[src/rtl/ring_sched_pkg.sv]
// ring_sched_pkg
//   Shared types and constants for the ring round-robin scheduler:
//   the two-state FSM encoding, the number of requesters, the pointer
//   value loaded at reset, and small helpers for ring rotation and
//   one-hot-to-index conversion.
package ring_sched_pkg;

  localparam int N_REQ = 4;
  localparam int IDX_W = 2;
  localparam int HOLD_W = 8;

  localparam logic [N_REQ-1:0] PTR_RST = 4'b0001;

  typedef enum logic {
    IDLE  = 1'b0,
    GRANT = 1'b1
  } state_e;

  // Ring order is a right rotation: 0001 -> 1000 -> 0100 -> 0010 -> 0001.
  function automatic logic [N_REQ-1:0] rot_right(input logic [N_REQ-1:0] v);
    return {v[0], v[N_REQ-1:1]};
  endfunction

  // Index of the set bit in a one-hot vector; a non-one-hot value maps to 0.
  function automatic logic [IDX_W-1:0] onehot_idx(input logic [N_REQ-1:0] v);
    logic [IDX_W-1:0] idx;
    case (v)
      4'b0010: idx = 2'd1;
      4'b0100: idx = 2'd2;
      4'b1000: idx = 2'd3;
      default: idx = 2'd0;
    endcase
    return idx;
  endfunction

endpackage

[src/rtl/ring_pick.sv]
// ring_pick
//   Combinational rotate-priority search. Starting at the bit set in ptr
//   and walking the ring in right-rotate order (index decreasing, wrapping
//   3 -> 2 -> 1 -> 0 -> 3), the first set req bit wins.
//   Ports:
//     ptr    - one-hot priority pointer
//     req    - request vector
//     winner - one-hot winner, 0 when req is 0
module ring_pick
  import ring_sched_pkg::*;
(
  input  logic [N_REQ-1:0] ptr,
  input  logic [N_REQ-1:0] req,
  output logic [N_REQ-1:0] winner
);

  logic [IDX_W-1:0] start_idx;
  logic [IDX_W-1:0] idx;
  logic             found;

  always_comb begin
    winner    = '0;
    found     = 1'b0;
    start_idx = onehot_idx(ptr);
    idx       = '0;
    for (int k = 0; k < N_REQ; k++) begin
      // Index subtraction wraps modulo N_REQ through the 2-bit width.
      idx = start_idx - IDX_W'(k);
      if (!found && req[idx]) begin
        winner[idx] = 1'b1;
        found       = 1'b1;
      end
    end
  end

endmodule

[src/rtl/ring_rr_scheduler.sv]
// ring_rr_scheduler
//   Four-requester round-robin scheduler with a ring priority pointer,
//   a bounded hold time and a mandatory idle cycle between grants.
//   Ports:
//     clk     - clock, all state updates on posedge
//     rst     - asynchronous active-low reset
//     enable  - allows a new grant to be issued from IDLE
//     req     - level-sensitive per-requester requests
//     done    - current grantee finished (only looked at in GRANT)
//     grant   - registered one-hot grant, 0 when idle
//     ptr     - registered one-hot ring priority pointer
//     busy    - high while in GRANT
//     timeout - one-cycle pulse when a grant is revoked by MAX_HOLD
module ring_rr_scheduler
  import ring_sched_pkg::*;
#(
  parameter int MAX_HOLD = 8
) (
  input  logic             clk,
  input  logic             rst,
  input  logic             enable,
  input  logic [N_REQ-1:0] req,
  input  logic             done,
  output logic [N_REQ-1:0] grant,
  output logic [N_REQ-1:0] ptr,
  output logic             busy,
  output logic             timeout
);

  localparam logic [HOLD_W-1:0] HOLD_LAST = HOLD_W'(MAX_HOLD - 1);

  state_e              state_q, state_d;
  logic [N_REQ-1:0]    grant_q, grant_d;
  logic [N_REQ-1:0]    ptr_q, ptr_d;
  logic [HOLD_W-1:0]   hold_q, hold_d;
  logic                timeout_q, timeout_d;

  logic [N_REQ-1:0]    winner;
  logic                withdrawn;
  logic                at_limit;

  ring_pick u_pick (
    .ptr    (ptr_q),
    .req    (req),
    .winner (winner)
  );

  assign withdrawn = ((req & grant_q) == '0);
  assign at_limit  = (hold_q == HOLD_LAST);

  always_comb begin
    state_d   = state_q;
    grant_d   = grant_q;
    ptr_d     = ptr_q;
    hold_d    = hold_q;
    timeout_d = 1'b0;
    case (state_q)
      IDLE: begin
        if (enable && (|req)) begin
          grant_d = winner;
          state_d = GRANT;
          hold_d  = '0;
        end
      end
      GRANT: begin
        if (done || withdrawn || at_limit) begin
          grant_d   = '0;
          state_d   = IDLE;
          // The winner drops to lowest priority for the next search.
          ptr_d     = rot_right(grant_q);
          hold_d    = '0;
          // done or withdrawal outranks the hold limit as end cause.
          timeout_d = at_limit && !done && !withdrawn;
        end else begin
          hold_d = hold_q + 1'b1;
        end
      end
      default: begin
        state_d = IDLE;
        grant_d = '0;
      end
    endcase
  end

  always_ff @(posedge clk or negedge rst) begin
    if (!rst) begin
      state_q   <= IDLE;
      grant_q   <= '0;
      ptr_q     <= PTR_RST;
      hold_q    <= '0;
      timeout_q <= 1'b0;
    end else begin
      state_q   <= state_d;
      grant_q   <= grant_d;
      ptr_q     <= ptr_d;
      hold_q    <= hold_d;
      timeout_q <= timeout_d;
    end
  end

  assign grant   = grant_q;
  assign ptr     = ptr_q;
  assign busy    = (state_q == GRANT);
  assign timeout = timeout_q;

endmodule

[config.mk]
export PLATFORM = sky130hd
export DESIGN_NAME = ring_rr_scheduler
export DESIGN_NICKNAME = d
export VERILOG_FILES = /design/src/rtl/ring_sched_pkg.sv /design/src/rtl/ring_pick.sv /design/src/rtl/ring_rr_scheduler.sv
export SDC_FILE = /design/constraint.sdc
export NUM_CORES = 1
export LEC_CHECK = 0
export CORE_AREA = 2 2 57 59
export DETAILED_ROUTE_END_ITERATION = 7
export DIE_AREA = 0 0 59 61
export PLACE_DENSITY = 0.72
export SYNTH_ARGS = -nofsm -noshare
export SYNTH_HDL_FRONTEND = slang
export SYNTH_SLANG_ARGS = --single-unit
[constraint.sdc]
create_clock -name clk -period 2.3 [get_ports clk]
set_input_delay 0.69 -clock clk [delete_from_list [all_inputs] [get_ports clk]]
set_output_delay 0.69 -clock clk [all_outputs]
set_load 0.03 [all_outputs]
==> flow_summary.ini, run 1 <==
[sta]
finalMaxSlewViolations = 0
slew_headroom_pct = 61.5
min_period_over_period_pct = 99.0
fin_skew_ps = 4.88
tightestPinTransition_ps = 578
max_freq_ghz = 0.439
period_minus_slack_ps = 2280
final-setup-viol-count = 0
hold_viol = 0

[global_route]
grt_max_degree = 11
grt_pass1_wl_um = 5890
grt_pass1_vias = 1335
antenna_found_initial = 0
track_usage_pct = 21.3
grt_overflow_total = 0

[yosys]
synth.yosys.warnings = 0
post_synth_inst_count = 159
yosysSeqAreaShare_pct = 32.6
synth_area_mm2 = 0.00139
synth_top_family_by_area = compound AO/OA/AOI/OAI gates
synth_fa_ha_area_share_pct = 8.12
yosys.area_share.xor_xnor_pct = 2.53
synth_compound_area_share_pct = 26.1
synth_edf_count = 0
yosys.area_share.simple_pct = 21.6
yosysUniqueCellTypes = 43
synth-seq-cells = 18
synth_flop_cell = dfrtp_1
synth-async-reset-ratio_pct = 100
synth.avg_cell_area_um2 = 8.72
syn-num-nets = 176
synthMuxAreaShare_pct = 3.25

[clocking]
cts-root-buf = clkbuf_4
cts.htree.levels = 1
cts.sinks = 18
ctsHoldBuffers = 0
clk_pin_slew_ps = 100
clockBufferDepth = 2
clk_latency_ps = 290
cts_buffers = 3
cts_tree = done

[power_and_ir_drop]
p_leak_uw = 0.000850
ir_drop_v = 0.00130
power.density_mw_per_mm2 = 1340
finalPower_uw = 2650

[routing]
vias_per_cell = 5.77
drc = 0
firstDrtPassIters = 5
routed_wl_um = 3630
avgRoutedWirePerCell_um = 15.2
final_antenna_net_count = 0
drt-initial-drc-count = 61
vias = 1379

[floorplan]
io_pins = 18
die_w_um = 59
die_h_um = 61
core_mm2 = 0.00295
fp-row-count = 20
initial_core_util_pct = 46.9
die-area_mm2 = 0.00360

[placed_design]
place_inst = 226
hpwl_um = 2740
gp_congestion = 0.892
io_buffers = 17

[outcome]
status = complete, no violations

[setup_path]
worstPathMaxFanout = 8
required_ps = 2470
startpoint_type = flop
r2r-start = ptr[3]$_DFFE_PN0P_
endpoint = grant[1]$_DFFE_PN0P_
worstSetupPathType = reg2reg
cp-startpoint = ptr[3]$_DFFE_PN0P_
crit_arrival_ps = 2450
crit_path_end_kind = flop
reg2reg_depth = 11
ff2ff_setup_slack_ps = 20
worstReg2RegEnd = grant[1]$_DFFE_PN0P_

[final_layout]
nets = 224
n_antenna_cell = 0
stdcell_count = 239
n_fill_cell = 263
drive_gt1_share_pct = 32.0
area_growth_pct = 42.1

[job]
maxCapViolCount = 0

[worst_hold_path]
min_path_type = reg2reg
==> metal layers <==
metal  up-vias  GRT usage (%)  routed length, um
met5         -              0                  0
met4         0           6.49                 35
met3         4           2.77                145
met2        34           35.6               1790
met1       658           28.8               1660
li1        683              -                  -
==> power by group <==
group | switching, uW | total [uW] | internal, uW | leakage [uW]
Combinational | 1010 | 1990 | 985 | 0.000589
Sequential | 86.4 | 463 | 376 | 0.000241
Clock | 94.7 | 191 | 96.4 | 0.0000210
Total | 1190 | 2650 | 1460 | 0.000850
==> cells by family after synthesis <==
| group | Yosys count |
|---|---|
| and+or+nand+nor | 52 |
| muxes | 4 |
| xor gates and xnor gates | 4 |
| DFF | 18 |
| AOI/OAI and AO/OA | 54 |
| adders and majority gates | 9 |
| buffers and inverters | 18 |
==> flip-flops by register name, indices dropped and copies added (netlist names) <==
| register | count |
|---|---|
| hold_q | 8 |
| grant | 4 |
| ptr | 4 |
| busy | 1 |
| timeout | 1 |
==> synth_stat cells, drive strengths merged, types with 2 or more instances <==
cell type | n | area, um^2
a32oi | 4 | 35.0
a22oi | 7 | 52.6
xor2 | 2 | 17.5
o221ai | 2 | 17.5
and2 | 2 | 12.5
nand2 | 8 | 30.0
a21oi | 8 | 40.0
buf | 5 | 31.3
and3 | 3 | 18.8
inv | 11 | 41.3
nand2b | 2 | 12.5
or3 | 3 | 18.8
nor3b | 4 | 30.0
dfrtp | 17 | 425
clkbuf | 2 | 8.75
nor2 | 8 | 30.0
mux2 | 4 | 45.0
nor3 | 9 | 45.0
nand3 | 3 | 15.0
or2 | 3 | 21.3
a31oi | 4 | 25.0
xnor2 | 2 | 17.5
ha | 9 | 113
o21ai | 21 | 109
nand4 | 2 | 12.5
==> per-stage QoR <==
step	hold WS [ps]	area, um^2	utilization (%)	setup slack (ps)	setup TNS [ps]
final	531	1970	66.7	23.1	0
after global routing	562	1970	66.7	-56.0	-121
after CTS	535	1870	63.4	13.9	0
after detailed placement	518	1820	61.5	-191	-2570
after global placement	501	1820	61.5	-133	-1650
after floorplan	394	1480	-	-7.10	-28.4
==> worst min-delay path by stage <==
stage / cells past startpoint / startpoint / to
after floorplan: 0 / rst / busy$_DFF_PN0_
after global placement: 1 / hold_q[2]$_DFFE_PN0P_ / hold_q[2]$_DFFE_PN0P_
after detailed placement: 1 / hold_q[2]$_DFFE_PN0P_ / hold_q[2]$_DFFE_PN0P_
after CTS: 1 / hold_q[2]$_DFFE_PN0P_ / hold_q[2]$_DFFE_PN0P_
after global routing: 1 / hold_q[0]$_DFFE_PN0P_ / hold_q[0]$_DFFE_PN0P_
final: 1 / hold_q[5]$_DFFE_PN0P_ / hold_q[5]$_DFFE_PN0P_
==> final cells by class <==
cell class              count  area, um^2  area share (%)
multi-input cells         123         977            49.6
well taps                  33        41.3            2.10
flip-flops and latches     18         454            23.0
repair buffers             50         420            21.3
clock buffers               4        36.3            1.84
inverters                  11        41.3            2.10
==> repair_timing <==
item | CTS | global route
setup buffers | 3 | 6
gates cloned | 0 | 0
resized for setup | 1 | 9
setup endpoints to repair | 3 | 5
pin swaps | 0 | 12
==> critical path: stages (launching register included) <==
cell and delay (ps):
dfrtp_2 470, buf_4 160, xnor2_2 120, buf_6 130, nor2_4 110, ha_4 240, and3b_1 190, o221ai_2 140
o211ai_1 110, buf_4 170, a32oi_2 180, a31oi_1 120
==> cell usage in the layout, fill, tap and decap left out, types with 4 or more instances in the layout <==
| master | instances |
|---|---|
| dfrtp_1 | 15 |
| clkdlybuf4s50_1 | 16 |
| mux2_2 | 4 |
| nor3_1 | 7 |
| nor2_1 | 7 |
| a31oi_1 | 4 |
| buf_4 | 32 |
| inv_1 | 10 |
| a22oi_1 | 7 |
| ha_1 | 8 |
| nand2_1 | 8 |
| a21oi_1 | 8 |
| o21ai_0 | 20 |
(Power assumes the default switching activity.)
==> run 2: changes to the inputs <==
--- a/config.mk
+++ b/config.mk
@@ -9,6 +9,7 @@
 export DETAILED_ROUTE_END_ITERATION = 7
 export DIE_AREA = 0 0 59 61
 export PLACE_DENSITY = 0.72
+export SKIP_CTS_REPAIR_TIMING = 1
 export SYNTH_ARGS = -nofsm -noshare
 export SYNTH_HDL_FRONTEND = slang
 export SYNTH_SLANG_ARGS = --single-unit
==> flow_summary.ini, run 2 (same netlist as run 1, synthesis figures left out) <==
[worst_hold_path]
min_path_type = reg2reg
hold_start = hold_q[5]$_DFFE_PN0P_
hold_path_depth = 1
min_to = hold_q[5]$_DFFE_PN0P_

[setup_path]
crit_path_end_kind = flop
required_ps = 2470
crit_arrival_ps = 2430
ff2ff_setup_slack_ps = 40
worstReg2RegEnd = grant[1]$_DFFE_PN0P_
reg2reg_depth = 9
r2r-start = ptr[2]$_DFFE_PN0P_
cp-startpoint = ptr[2]$_DFFE_PN0P_
worstSetupPathType = reg2reg
startpoint_type = flop
worstPathMaxFanout = 8

[sta]
period_minus_slack_ps = 2260
worst_slack_ps = 40.0
final-setup-viol-count = 0
finalMaxSlewViolations = 0
tightestPinTransition_ps = 578
worst_hold_slack_ps = 532
fin_skew_ps = 2.05
setup_tns_ps = 0
slew_headroom_pct = 61.5
hold_viol = 0
max_freq_ghz = 0.442
min_period_over_period_pct = 98.3

[global_route]
track_usage_pct = 21.1
antenna_found_initial = 0
grt_pass1_wl_um = 5830
grt_pass1_vias = 1312
grt_max_degree = 11
grt_overflow_total = 0

[final_layout]
layout_common_cells = buf_4, o21ai_0, dfrtp_1
largest_reg_flops = 8
top_register = hold_q
drive_gt1_share_pct = 30.3
n_antenna_cell = 0
final_common_cell = buf_4
area_growth_pct = 39.9
nets = 219

[power_and_ir_drop]
ir_drop_v = 0.00127
p_leak_uw = 0.000871
power.density_mw_per_mm2 = 1320
finalPower_uw = 2560

[clocking]
cts.sinks = 18
clk_pin_slew_ps = 100
cts-root-buf = clkbuf_4
clk_latency_ps = 290
cts.htree.levels = 1
clockBufferDepth = 2
cts_tree = done
cts_buffers = 3

[routing]
route.met2.wl_um = 1750
routed_wl_um = 3520
route.met3.wl_um = 140
vias_per_cell = 5.83
wl_met1_um = 1610
final_antenna_net_count = 0
vias = 1365
avgRoutedWirePerCell_um = 15.0
drt-initial-drc-count = 66
top_layer = met4
firstDrtPassIters = 4
drc = 0

[floorplan]
io_pins = 18
fp-row-count = 20
die_h_um = 61
die-area_mm2 = 0.00360
core_mm2 = 0.00295
die_w_um = 59
initial_core_util_pct = 46.9

[placed_design]
post-place-ws_ps = -191
io_buffers = 17
gp_congestion = 0.892
hpwl_um = 2740

[outcome]
status = complete, no violations

[job]
maxCapViolCount = 0
==> run 2: critical path, cell delays in order (launching register included) <==
cell	delay (ps)
dfrtp_2	480
or2_2	360
nor2_4	130
ha_4	240
and3b_1	180
o221ai_2	160
o211ai_1	110
buf_4	170
a32oi_2	180
a31oi_1	120
==> run 2: layout make-up <==
type / instances / area (um^2)
clock buffers: 4 / 36.3
fillers: 261 / 1010
inverters: 11 / 41.3
multi-input cells: 123 / 975
flip-flops and latches: 18 / 454
well taps: 33 / 41.3
repair buffers: 45 / 392
==> run 2: stage by stage <==
stage          std cells  area, um^2  utilization, %
2_1_floorplan        159        1480               -
3_3_place_gp         226        1820            61.5
3_5_place_dp         226        1820            61.5
4_1_cts              230        1850            62.7
5_1_grt              234        1940            65.7
6_report             234        1940            65.7
==> run 2: worst max path at each step <==
stage                            end  slack (ps)  cells after the start
2_1_floorplan   grant[0]$_DFFE_PN0P_          -7                     10
6_report        grant[1]$_DFFE_PN0P_          40                      9
3_5_place_dp   hold_q[6]$_DFFE_PN0P_        -190                      6
5_1_grt         grant[1]$_DFFE_PN0P_         -50                      9
3_3_place_gp   hold_q[6]$_DFFE_PN0P_        -130                      6
4_1_cts         grant[1]$_DFFE_PN0P_         -30                      9
==> run 2: routing by layer <==
metal	up-vias	global-route usage, %
met5	-	0
met4	0	6.49
met3	4	2.77
met2	39	34.9
met1	653	28.9
li1	669	-
==> run 2: report_power, final <==
part	switching (uW)	internal (uW)	total [uW]
registers	93.6	377	470
clock network	92.9	96.3	189
logic	981	919	1900
total	1170	1390	2560
==> run 3: changes to the inputs <==
--- a/config.mk
+++ b/config.mk
@@ -10,6 +10,7 @@
 export DIE_AREA = 0 0 59 61
 export PLACE_DENSITY = 0.72
 export SKIP_CTS_REPAIR_TIMING = 1
+export SKIP_LAST_GASP = 1
 export SYNTH_ARGS = -nofsm -noshare
 export SYNTH_HDL_FRONTEND = slang
 export SYNTH_SLANG_ARGS = --single-unit
==> flow_summary.ini, run 3 (same netlist as run 1, synthesis figures left out) <==
[outcome]
status = complete, no violations

[sta]
rsz0062_at_grt = yes
max_freq_ghz = 0.441
min_period_over_period_pct = 98.5
hold_viol = 0
slew_headroom_pct = 61.4
tightestPinTransition_ps = 578
final-setup-viol-count = 0
fin_skew_ps = 2.02
period_minus_slack_ps = 2270
worst_hold_slack_ps = 532
finalMaxSlewViolations = 0

[final_layout]
top_register = hold_q
largest_reg_flops = 8
n_antenna_cell = 0
final_common_cell = buf_4
nets = 219
area_growth_pct = 39.3
drive_gt1_share_pct = 29.9
layout_common_cells = buf_4, o21ai_0, dfrtp_1

[global_route]
grt_pass1_wl_um = 5830
grt_pass1_vias = 1312
track_usage_pct = 21.1
grt_max_degree = 11
grt_overflow_total = 0
antenna_found_initial = 0

[floorplan]
die_w_um = 59
initial_core_util_pct = 46.9
io_pins = 18
core_mm2 = 0.00295
die_h_um = 61
fp-row-count = 20
die-area_mm2 = 0.00360

[clocking]
cts.htree.levels = 1
clockBufferDepth = 2
cts_tree = done
cts-root-buf = clkbuf_4
clk_pin_slew_ps = 100
clk_latency_ps = 290
cts_buffers = 3
cts.sinks = 18

[routing]
avgRoutedWirePerCell_um = 15.0
final_antenna_net_count = 0
firstDrtPassIters = 4
drc = 0
vias_per_cell = 5.89
vias = 1379
drt-initial-drc-count = 70
routed_wl_um = 3520

[worst_hold_path]
min_to = hold_q[5]$_DFFE_PN0P_
min_path_type = reg2reg
hold_path_depth = 1
hold_start = hold_q[5]$_DFFE_PN0P_

[setup_path]
worstReg2RegEnd = grant[1]$_DFFE_PN0P_
worstSetupPathType = reg2reg
worstPathMaxFanout = 8
crit_arrival_ps = 2440
r2r-start = ptr[2]$_DFFE_PN0P_
crit_path_end_kind = flop
startpoint_type = flop
required_ps = 2470
reg2reg_depth = 9
ff2ff_setup_slack_ps = 30

[placed_design]
io_buffers = 17
gp_congestion = 0.892
hpwl_um = 2740

[power_and_ir_drop]
ir_drop_v = 0.00128
p_leak_uw = 0.000863
power.density_mw_per_mm2 = 1310
finalPower_uw = 2540

[job]
maxCapViolCount = 0
-- run 3: cell types whose count changed in the layout (fill, tap and decap cells not counted) --
cell / delta
nand2b_1: +1
nand2b_4: -1
-- run 3: metal layers --
layer / global-route usage (%) / vias up / share of wire [%]
li1: - / 669 / -
met1: 28.9 / 660 / 45
met2: 34.9 / 46 / 49
met3: 2.77 / 4 / 4.5
met4: 6.49 / 0 / 1.2
met5: 0 / - / 0
-- run 3: cell type report --
cell class / instances / area, um^2
fill: 259 / 1020
multi-input combinational: 123 / 967
sequential: 18 / 454
timing repair buffer: 45 / 392
inverter: 11 / 41.3
tap: 33 / 41.3
clock buffer: 4 / 36.3
-- run 3: worst max-delay path by stage --
stage,end,startpoint,slack [ps],depth (start not counted)
2_1_floorplan,grant[0]$_DFFE_PN0P_,ptr[3]$_DFFE_PN0P_,-7,10
3_3_place_gp,hold_q[6]$_DFFE_PN0P_,req[2],-130,6
3_5_place_dp,hold_q[6]$_DFFE_PN0P_,req[2],-190,6
4_1_cts,grant[1]$_DFFE_PN0P_,ptr[3]$_DFFE_PN0P_,-30,9
5_1_grt,grant[1]$_DFFE_PN0P_,ptr[2]$_DFFE_PN0P_,-50,9
6_report,grant[1]$_DFFE_PN0P_,ptr[2]$_DFFE_PN0P_,30,9
-- run 3: per-stage QoR --
step | TNS, ps | cell area [um^2] | instances | setup WS, ps | utilization [%]
floorplan | -28.4 | 1480 | 159 | -7.10 | -
global route | -87.6 | 1930 | 234 | -46.0 | 65.4
finish | 0 | 1930 | 234 | 33.4 | 65.4
global placement | -1650 | 1820 | 226 | -133 | 61.5
CTS | -28.7 | 1850 | 230 | -26.1 | 62.7
detailed placement | -2570 | 1820 | 226 | -191 | 61.5
-- run 3: power breakdown --
part	internal, uW	switching, uW
registers	377	93.1
logic	897	980
clock network	96.3	92.9
-- run 3: critical path, cell delays in order, from the launching register on --
cell and delay [ps]:
dfrtp_2 480, or2_2 360, nor2_4 130, ha_4 240
and3b_1 180, o221ai_2 160, o211ai_1 110, buf_4 170
a32oi_2 180, a31oi_1 120
